`src/rtl/xadc_poller_pkg.sv`:
```
// Shared definitions for the XADC Wishbone poller: channel indices, the
// DRP address table swept by the poller and the FSM state encoding.
package xadc_poller_pkg;

  localparam int NCH = 4;
  localparam int CHW = 2;

  localparam logic [CHW-1:0] CH_TEMP   = 2'd0;
  localparam logic [CHW-1:0] CH_VCCINT = 2'd1;
  localparam logic [CHW-1:0] CH_VCCAUX = 2'd2;
  localparam logic [CHW-1:0] CH_VBRAM  = 2'd3;

  // Address bit that selects the DRP window inside the XADC wrapper.
  localparam int DRP_WINDOW_BIT = 7;

  localparam logic [6:0] DRP_TEMP   = 7'h00;
  localparam logic [6:0] DRP_VCCINT = 7'h01;
  localparam logic [6:0] DRP_VCCAUX = 7'h02;
  localparam logic [6:0] DRP_VBRAM  = 7'h06;

  // Index 0 lives in the least significant slot.
  localparam logic [NCH*7-1:0] DRP_TABLE = {DRP_VBRAM, DRP_VCCAUX, DRP_VCCINT, DRP_TEMP};

  typedef enum logic [1:0] {
    ST_IDLE = 2'd0,
    ST_REQ  = 2'd1,
    ST_GAP  = 2'd2
  } state_t;

  function automatic logic [6:0] drp_addr(input logic [CHW-1:0] ch);
    return DRP_TABLE[int'(ch)*7 +: 7];
  endfunction

endpackage

```
`src/rtl/xadc_wb_poller.sv`:
```
// Autonomous Wishbone read master that periodically sweeps the XADC status
// registers through the wrapper's DRP window and keeps a shadow bank of
// 12-bit results with per-channel valid flags.
// Optional temperature min/max tracking: define XADC_POLLER_MINMAX_EN.
module xadc_wb_poller
  import xadc_poller_pkg::*;
#(
  parameter int aw        = 8,
  parameter int dw        = 16,
  parameter int PERIOD    = 100000,
  parameter int TIMEOUT   = 255,
  parameter int MAX_RETRY = 3
) (
  input  logic          wb_clk_i,
  input  logic          async_rst_i,
  input  logic          wb_rst_i,
  input  logic          enable_i,
  output logic [aw-1:0] wbm_adr_o,
  output logic [dw-1:0] wbm_dat_o,
  output logic [3:0]    wbm_sel_o,
  output logic          wbm_we_o,
  output logic          wbm_cyc_o,
  output logic          wbm_stb_o,
  output logic [2:0]    wbm_cti_o,
  output logic [1:0]    wbm_bte_o,
  input  logic [dw-1:0] wbm_dat_i,
  input  logic          wbm_ack_i,
  input  logic          wbm_err_i,
  input  logic          wbm_rty_i,
  output logic [11:0]   temp_o,
  output logic [11:0]   vccint_o,
  output logic [11:0]   vccaux_o,
  output logic [11:0]   vbram_o,
  output logic [3:0]    valid_o,
  output logic          sweep_done_o,
  output logic [7:0]    err_cnt_o
`ifdef XADC_POLLER_MINMAX_EN
  ,
  output logic [11:0]   temp_min_o,
  output logic [11:0]   temp_max_o
`endif
);

  localparam int PW = $clog2(PERIOD + 1);
  localparam int TW = $clog2(TIMEOUT + 1);
  localparam int RW = (MAX_RETRY < 1) ? 1 : $clog2(MAX_RETRY + 1);

  localparam logic [PW-1:0] PERIOD_M1 = PW'(PERIOD - 1);
  localparam logic [TW-1:0] TIMEOUT_T = TW'(TIMEOUT);
  localparam logic [RW-1:0] RETRY_LIM = RW'(MAX_RETRY);

  function automatic logic [7:0] sat_inc8(input logic [7:0] v);
    return (v == 8'hFF) ? v : v + 8'd1;
  endfunction

  function automatic logic [11:0] min12(input logic [11:0] a, input logic [11:0] b);
    return (b < a) ? b : a;
  endfunction

  function automatic logic [11:0] max12(input logic [11:0] a, input logic [11:0] b);
    return (b > a) ? b : a;
  endfunction

  function automatic logic [aw-1:0] bus_addr(input logic [CHW-1:0] ch);
    logic [aw-1:0] a;
    a                 = '0;
    a[6:0]            = drp_addr(ch);
    a[DRP_WINDOW_BIT] = 1'b1;
    return a;
  endfunction

  state_t                 state_q, state_d;
  logic [PW-1:0]          period_q, period_d;
  logic [TW-1:0]          wait_q, wait_d;
  logic [RW-1:0]          retry_q, retry_d;
  logic [CHW-1:0]         ch_q, ch_d;
  logic                   again_q, again_d;
  logic [aw-1:0]          adr_q, adr_d;
  logic                   cyc_q, cyc_d;
  logic                   done_q, done_d;
  logic [7:0]             err_cnt_q, err_cnt_d;
  logic [NCH-1:0][11:0]   res_q, res_d;
  logic [NCH-1:0]         valid_q, valid_d;
`ifdef XADC_POLLER_MINMAX_EN
  logic [11:0]            tmin_q, tmin_d;
  logic [11:0]            tmax_q, tmax_d;
`endif

  logic xfer_end;
  logic xfer_fail;
  logic xfer_again;
  logic unused_dat;

  // Low data nibble carries no conversion bits.
  assign unused_dat = ^wbm_dat_i;

  // Next-state logic: sweep sequencing, response handling and result capture.
  always_comb begin
    state_d    = state_q;
    period_d   = (period_q != '0) ? period_q - PW'(1) : period_q;
    wait_d     = wait_q;
    retry_d    = retry_q;
    ch_d       = ch_q;
    again_d    = again_q;
    adr_d      = adr_q;
    cyc_d      = cyc_q;
    done_d     = 1'b0;
    err_cnt_d  = err_cnt_q;
    res_d      = res_q;
    valid_d    = valid_q;
    xfer_end   = 1'b0;
    xfer_fail  = 1'b0;
    xfer_again = 1'b0;
`ifdef XADC_POLLER_MINMAX_EN
    tmin_d     = tmin_q;
    tmax_d     = tmax_q;
`endif

    case (state_q)
      ST_IDLE: begin
        if (period_q == '0 && enable_i) begin
          period_d = PERIOD_M1;
          ch_d     = CH_TEMP;
          wait_d   = '0;
          retry_d  = '0;
          again_d  = 1'b0;
          adr_d    = bus_addr(CH_TEMP);
          cyc_d    = 1'b1;
          state_d  = ST_REQ;
        end
      end

      ST_REQ: begin
        wait_d = wait_q + TW'(1);
        // err outranks ack, ack outranks rty.
        if (wbm_err_i) begin
          xfer_end  = 1'b1;
          xfer_fail = 1'b1;
        end else if (wbm_ack_i) begin
          xfer_end       = 1'b1;
          res_d[ch_q]    = wbm_dat_i[15:4];
          valid_d[ch_q]  = 1'b1;
`ifdef XADC_POLLER_MINMAX_EN
          if (ch_q == CH_TEMP) begin
            tmin_d = min12(tmin_q, wbm_dat_i[15:4]);
            tmax_d = max12(tmax_q, wbm_dat_i[15:4]);
          end
`endif
        end else if (wbm_rty_i) begin
          xfer_end = 1'b1;
          if (retry_q < RETRY_LIM) begin
            xfer_again = 1'b1;
            retry_d    = retry_q + RW'(1);
          end else begin
            xfer_fail = 1'b1;
          end
        end else if (wait_d == TIMEOUT_T) begin
          xfer_end  = 1'b1;
          xfer_fail = 1'b1;
        end

        if (xfer_end) begin
          cyc_d   = 1'b0;
          again_d = xfer_again;
          state_d = ST_GAP;
        end
        if (xfer_fail) begin
          err_cnt_d = sat_inc8(err_cnt_q);
        end
      end

      ST_GAP: begin
        wait_d = '0;
        if (!enable_i) begin
          // Sweep abandoned between transfers: no completion pulse.
          retry_d = '0;
          state_d = ST_IDLE;
        end else if (again_q) begin
          cyc_d   = 1'b1;
          state_d = ST_REQ;
        end else if (ch_q == CH_VBRAM) begin
          retry_d = '0;
          done_d  = 1'b1;
          state_d = ST_IDLE;
        end else begin
          ch_d    = ch_q + CHW'(1);
          adr_d   = bus_addr(ch_q + CHW'(1));
          retry_d = '0;
          cyc_d   = 1'b1;
          state_d = ST_REQ;
        end
      end

      default: begin
        cyc_d   = 1'b0;
        state_d = ST_IDLE;
      end
    endcase

    // Synchronous reset overrides everything, including an open transfer.
    if (wb_rst_i) begin
      state_d   = ST_IDLE;
      period_d  = '0;
      wait_d    = '0;
      retry_d   = '0;
      ch_d      = '0;
      again_d   = 1'b0;
      adr_d     = '0;
      cyc_d     = 1'b0;
      done_d    = 1'b0;
      err_cnt_d = '0;
      res_d     = '0;
      valid_d   = '0;
`ifdef XADC_POLLER_MINMAX_EN
      tmin_d    = 12'hFFF;
      tmax_d    = 12'h000;
`endif
    end
  end

  // State and output registers with asynchronous reset.
  always_ff @(posedge wb_clk_i or posedge async_rst_i) begin
    if (async_rst_i) begin
      state_q   <= ST_IDLE;
      period_q  <= '0;
      wait_q    <= '0;
      retry_q   <= '0;
      ch_q      <= '0;
      again_q   <= 1'b0;
      adr_q     <= '0;
      cyc_q     <= 1'b0;
      done_q    <= 1'b0;
      err_cnt_q <= '0;
      res_q     <= '0;
      valid_q   <= '0;
`ifdef XADC_POLLER_MINMAX_EN
      tmin_q    <= 12'hFFF;
      tmax_q    <= 12'h000;
`endif
    end else begin
      state_q   <= state_d;
      period_q  <= period_d;
      wait_q    <= wait_d;
      retry_q   <= retry_d;
      ch_q      <= ch_d;
      again_q   <= again_d;
      adr_q     <= adr_d;
      cyc_q     <= cyc_d;
      done_q    <= done_d;
      err_cnt_q <= err_cnt_d;
      res_q     <= res_d;
      valid_q   <= valid_d;
`ifdef XADC_POLLER_MINMAX_EN
      tmin_q    <= tmin_d;
      tmax_q    <= tmax_d;
`endif
    end
  end

  assign wbm_adr_o    = adr_q;
  assign wbm_dat_o    = '0;
  assign wbm_sel_o    = 4'b0011;
  assign wbm_we_o     = 1'b0;
  assign wbm_cyc_o    = cyc_q;
  assign wbm_stb_o    = cyc_q;
  assign wbm_cti_o    = 3'b000;
  assign wbm_bte_o    = 2'b00;

  assign temp_o       = res_q[CH_TEMP];
  assign vccint_o     = res_q[CH_VCCINT];
  assign vccaux_o     = res_q[CH_VCCAUX];
  assign vbram_o      = res_q[CH_VBRAM];
  assign valid_o      = valid_q;
  assign sweep_done_o = done_q;
  assign err_cnt_o    = err_cnt_q;
`ifdef XADC_POLLER_MINMAX_EN
  assign temp_min_o   = tmin_q;
  assign temp_max_o   = tmax_q;
`endif

endmodule

```
`config.mk`:
```
export PLATFORM = sky130hd
export DESIGN_NAME = xadc_wb_poller
export DESIGN_NICKNAME = d
export VERILOG_FILES = /design/src/rtl/xadc_poller_pkg.sv /design/src/rtl/xadc_wb_poller.sv
export SDC_FILE = /design/constraint.sdc
export NUM_CORES = 1
export LEC_CHECK = 0
export BUFFER_PORTS_ARGS = -buffer_cell sky130_fd_sc_hd__buf_2
export CAP_MARGIN = 25
export CORE_ASPECT_RATIO = 1.5
export CORE_UTILIZATION = 45
export CTS_BUF_LIST = sky130_fd_sc_hd__clkbuf_16
export CTS_CLUSTER_SIZE = 40
export DETAILED_ROUTE_END_ITERATION = 10
export PLACE_DENSITY = 0.66
export SETUP_SLACK_MARGIN = 0.3
export SKIP_CTS_REPAIR_TIMING = 1
export SLEW_MARGIN = 5
export SYNTH_ARGS = -nofsm -noshare
export SYNTH_HDL_FRONTEND = slang
export SYNTH_SLANG_ARGS = --single-unit
```
`constraint.sdc`:
```
create_clock -name wb_clk_i -period 7.1 [get_ports wb_clk_i]
set_input_delay 0.71 -clock wb_clk_i [delete_from_list [all_inputs] [get_ports wb_clk_i]]
set_output_delay 0.71 -clock wb_clk_i [all_outputs]
set_load 0.02 [all_outputs]
```
==> results.md <==
- Clock tree buffer depth: 2
- Leading area contributor after synthesis: dfrtp_1
- PortBufs: 85
- Die width: 88.2 µm
- Max Fclk: 0.352 GHz
- TritonCTS clock tree: done
- Cell variety after synth: 63
- Post-route minimum period: about 2.8 ns
- Number of global-route vias before repair: approximately 4000
- H-tree lvl count: 3
- Detailed Route Iter0 Violations: ~100
- Setup CP Type: in2reg
- Worst-Margin Slew: 0.891 ns
- Leakage Power: approximately 2.7 nW
- Ys Warns: 0
- Unrepaired setup endpoints after global routing: no
- Initial antenna violation count: 0
- Final Max Tran Viols: 0
- XOR/XNOR share of the synthesized area: 1.57%
- R2r setup slk: between 4 and 5 ns
- Largest net degree at the start of global routing: between 70 and 80
- CP Launch Type: input pin
- Share of the yosys chip area belonging to registers: approximately half
- Synth Area in Compound Gates: around 16%
- Pwr Density: roughly 320 nW/µm²
- Final net count: approximately 670
- Number of inserted diodes: 0
- Final period util: around 40%
- Post-synthesis cell area: 5010 µm²
- Synth Area in Simple Gates: 21.9%
- Slew headroom: just over 40%
- Worst hold path class: in2async
- EDFF count, synth: 0
- GPL Wtd Cong: a little over 0.8
- Largest family of logic cells by synthesized area: simple AND/OR/NAND/NOR gates
- Routed vias: between 4000 and 5000
- GRT overflow: 0
- Synth Register Bits: 97
- Layout cell share with drive strength beyond 1: between 15 and 20%
- Worst EP arrival: 3.07 ns
- Worst r2r path cells: 8
- Max cap viols: 0
- Setup crit end kind: register
- GRT Total Usage: 21.3%
- Peak VDD IR: 0.158 mV
- Adder-cell share of the synthesized area: approximately 3.5%
- Status: complete, no violations
- Mux cell area share after synthesis: less than 1%
- Later-pin clock latency in the skew report: around 0.34 ns
- Initial Util: 46.8%
- DRC: 0
- Final Setup Violations: 0
- Clock Pin Slew Worst Setup and Hold Paths: 0.07 ns
- I/O Pins: 120
- Die height: between 100 and 150 µm
- Worst Path Max Fanout: 70
- First-pass GRT wire length: 19400 µm
- Area of the core: between 10000 and 15000 µm²
- Hold Slack: 0.385 ns
- Router iterations before antenna repair: 4
- CTS root buffer: clkbuf_16
- Async SR Flop Fraction: between 90% and 100%
- CTS Buf Count: 9
- Top cell type's share of synthesized area: about half
- Final Hold Fails: 0
- WP data required: roughly 7.3 ns
- Top cells by area, synth: dfrtp_1, nand2_1, a21oi_1, buf_4, ha_1
- Reg-to-reg startpoint: period_q[0]
- Die ar.: about 12000 µm²
- Clock Sinks: between 90 and 100
- Synthesized area per cell: approximately 9.0 µm²
- Setup total negative slack: 0 ns
- Synth Flop Type: dfrtp_1
- Utilization after layout: a little over half
- Total Wirelength: approximately 12000 µm
- HPWL Detailed: about 8400 µm
- FP Rows: 46
- Post-route ant nets: 0
- Number of vias per cell: between 5 and 6
- Clk_skew: around 0.0050 ns
- Mapped Cells: roughly 560
- DR WL/cell: ~15 µm
- Worst r2r dst: retry_q[0]
- P&R area growth vs syn: 13.6%
logic make-up (layout without fill, tap and decap cells):
logic type	after synthesis	in the layout
and+or+nand+nor	231	231
AOI/OAI and AO/OA	131	131
DFF	97	97
buffers and inverters	70	118
adders and majority gates	14	14
xor gates and xnor gates	9	9
muxes	3	3
other	2	30
registers in the layout, summed over array words and instances, names as in the netlist, 2 cells and up:
signal     cells
vccaux_o      12
temp_o        12
retry_q        2
valid_o        4
state_q        2
vccint_o      12
period_q      17
wbm_adr_o      4
wait_q         8
err_cnt_o      8
vbram_o       12
power by group:
group	leakage, nW	internal (mW)	switching [mW]
clock	0.145	0.273	0.208
combinational	1.22	0.223	0.377
sequential	1.33	0.629	0.0860
total	2.70	1.13	0.671
final cells by class:
type / count / area, µm²
timing repair buffer: 87 / 440
clock inverter: 7 / 68.8
multi-input combinational: 418 / 2290
clock buffer: 9 / 225
fill: 1032 / 5010
sequential: 97 / 2430
tap: 144 / 180
inverter: 15 / 57.6
per-layer routing:
| metal | vias to the layer above | global-route usage [%] | wire, µm |
|---|---|---|---|
| li1 | 1995 | - | - |
| met1 | 2020 | 25.2 | 4870 |
| met4 | 0 | 6.36 | 148 |
| met2 | 110 | 37.6 | 6160 |
| met3 | 11 | 5.03 | 659 |
| met5 | - | 0 | 0 |
worst max-delay path, stage by stage:
cell and delay (ns):
buf_2 0.08, buf_4 0.57, inv_1 0.46, nand2_1 0.48, nor4_1 0.07, o21ai_0 0.21
nand2_1 0.16, mux2_2 0.30
cell usage in the layout, fill, tap and decap left out, drive strengths merged, types with 8 or more instances in the layout:
master  instances
nand2         135
dfrtp          97
buf            87
a21oi          66
nor2           35
conb           30
o21ai          21
inv            16
ha             14
nand3          13
clkbuf          9
nor3            8
stage by stage:
| step | instances | worst slack [ns] | total power, mW | cell area [µm²] |
|---|---|---|---|---|
| 3_5_place_dp | 761 | 3.86 | 1.32 | 5400 |
| 4_1_cts | 777 | 4.25 | 1.81 | 5690 |
| 5_1_grt | 777 | 3.97 | 1.91 | 5690 |
| 3_3_place_gp | 761 | 3.95 | 1.30 | 5400 |
| 6_report | 777 | 4.26 | 1.80 | 5690 |
| 2_1_floorplan | 585 | 3.86 | 1.19 | 5110 |
synth_stat cells, types with 3 or more instances:
cell type  number
nand2_1       135
dfrtp_1        97
a21oi_1        66
nor2_1         34
buf_4          32
o21ai_0        20
clkbuf_1       17
inv_1          15
ha_1           14
nand3_1        11
a211oi_1        7
nor3_1          7
o31ai_1         7
and2_1          5
o311ai_0        5
xor2_1          5
a311oi_1        4
xnor2_1         4
and3_1          3
and4_1          3
nor2b_1         3
nor4_1          3
nor4_2          3
o211ai_1        3
how the worst max path moves through the flow:
stage                     start         end  cells after the start
floorplan           async_rst_i     again_q                      1
global placement       wb_rst_i  state_q[0]                      8
detailed placement     wb_rst_i  state_q[0]                      8
CTS                    wb_rst_i  state_q[0]                      8
global route        period_q[0]  retry_q[0]                      8
finish                 wb_rst_i  state_q[0]                      8
(Power assumes the default switching activity.)
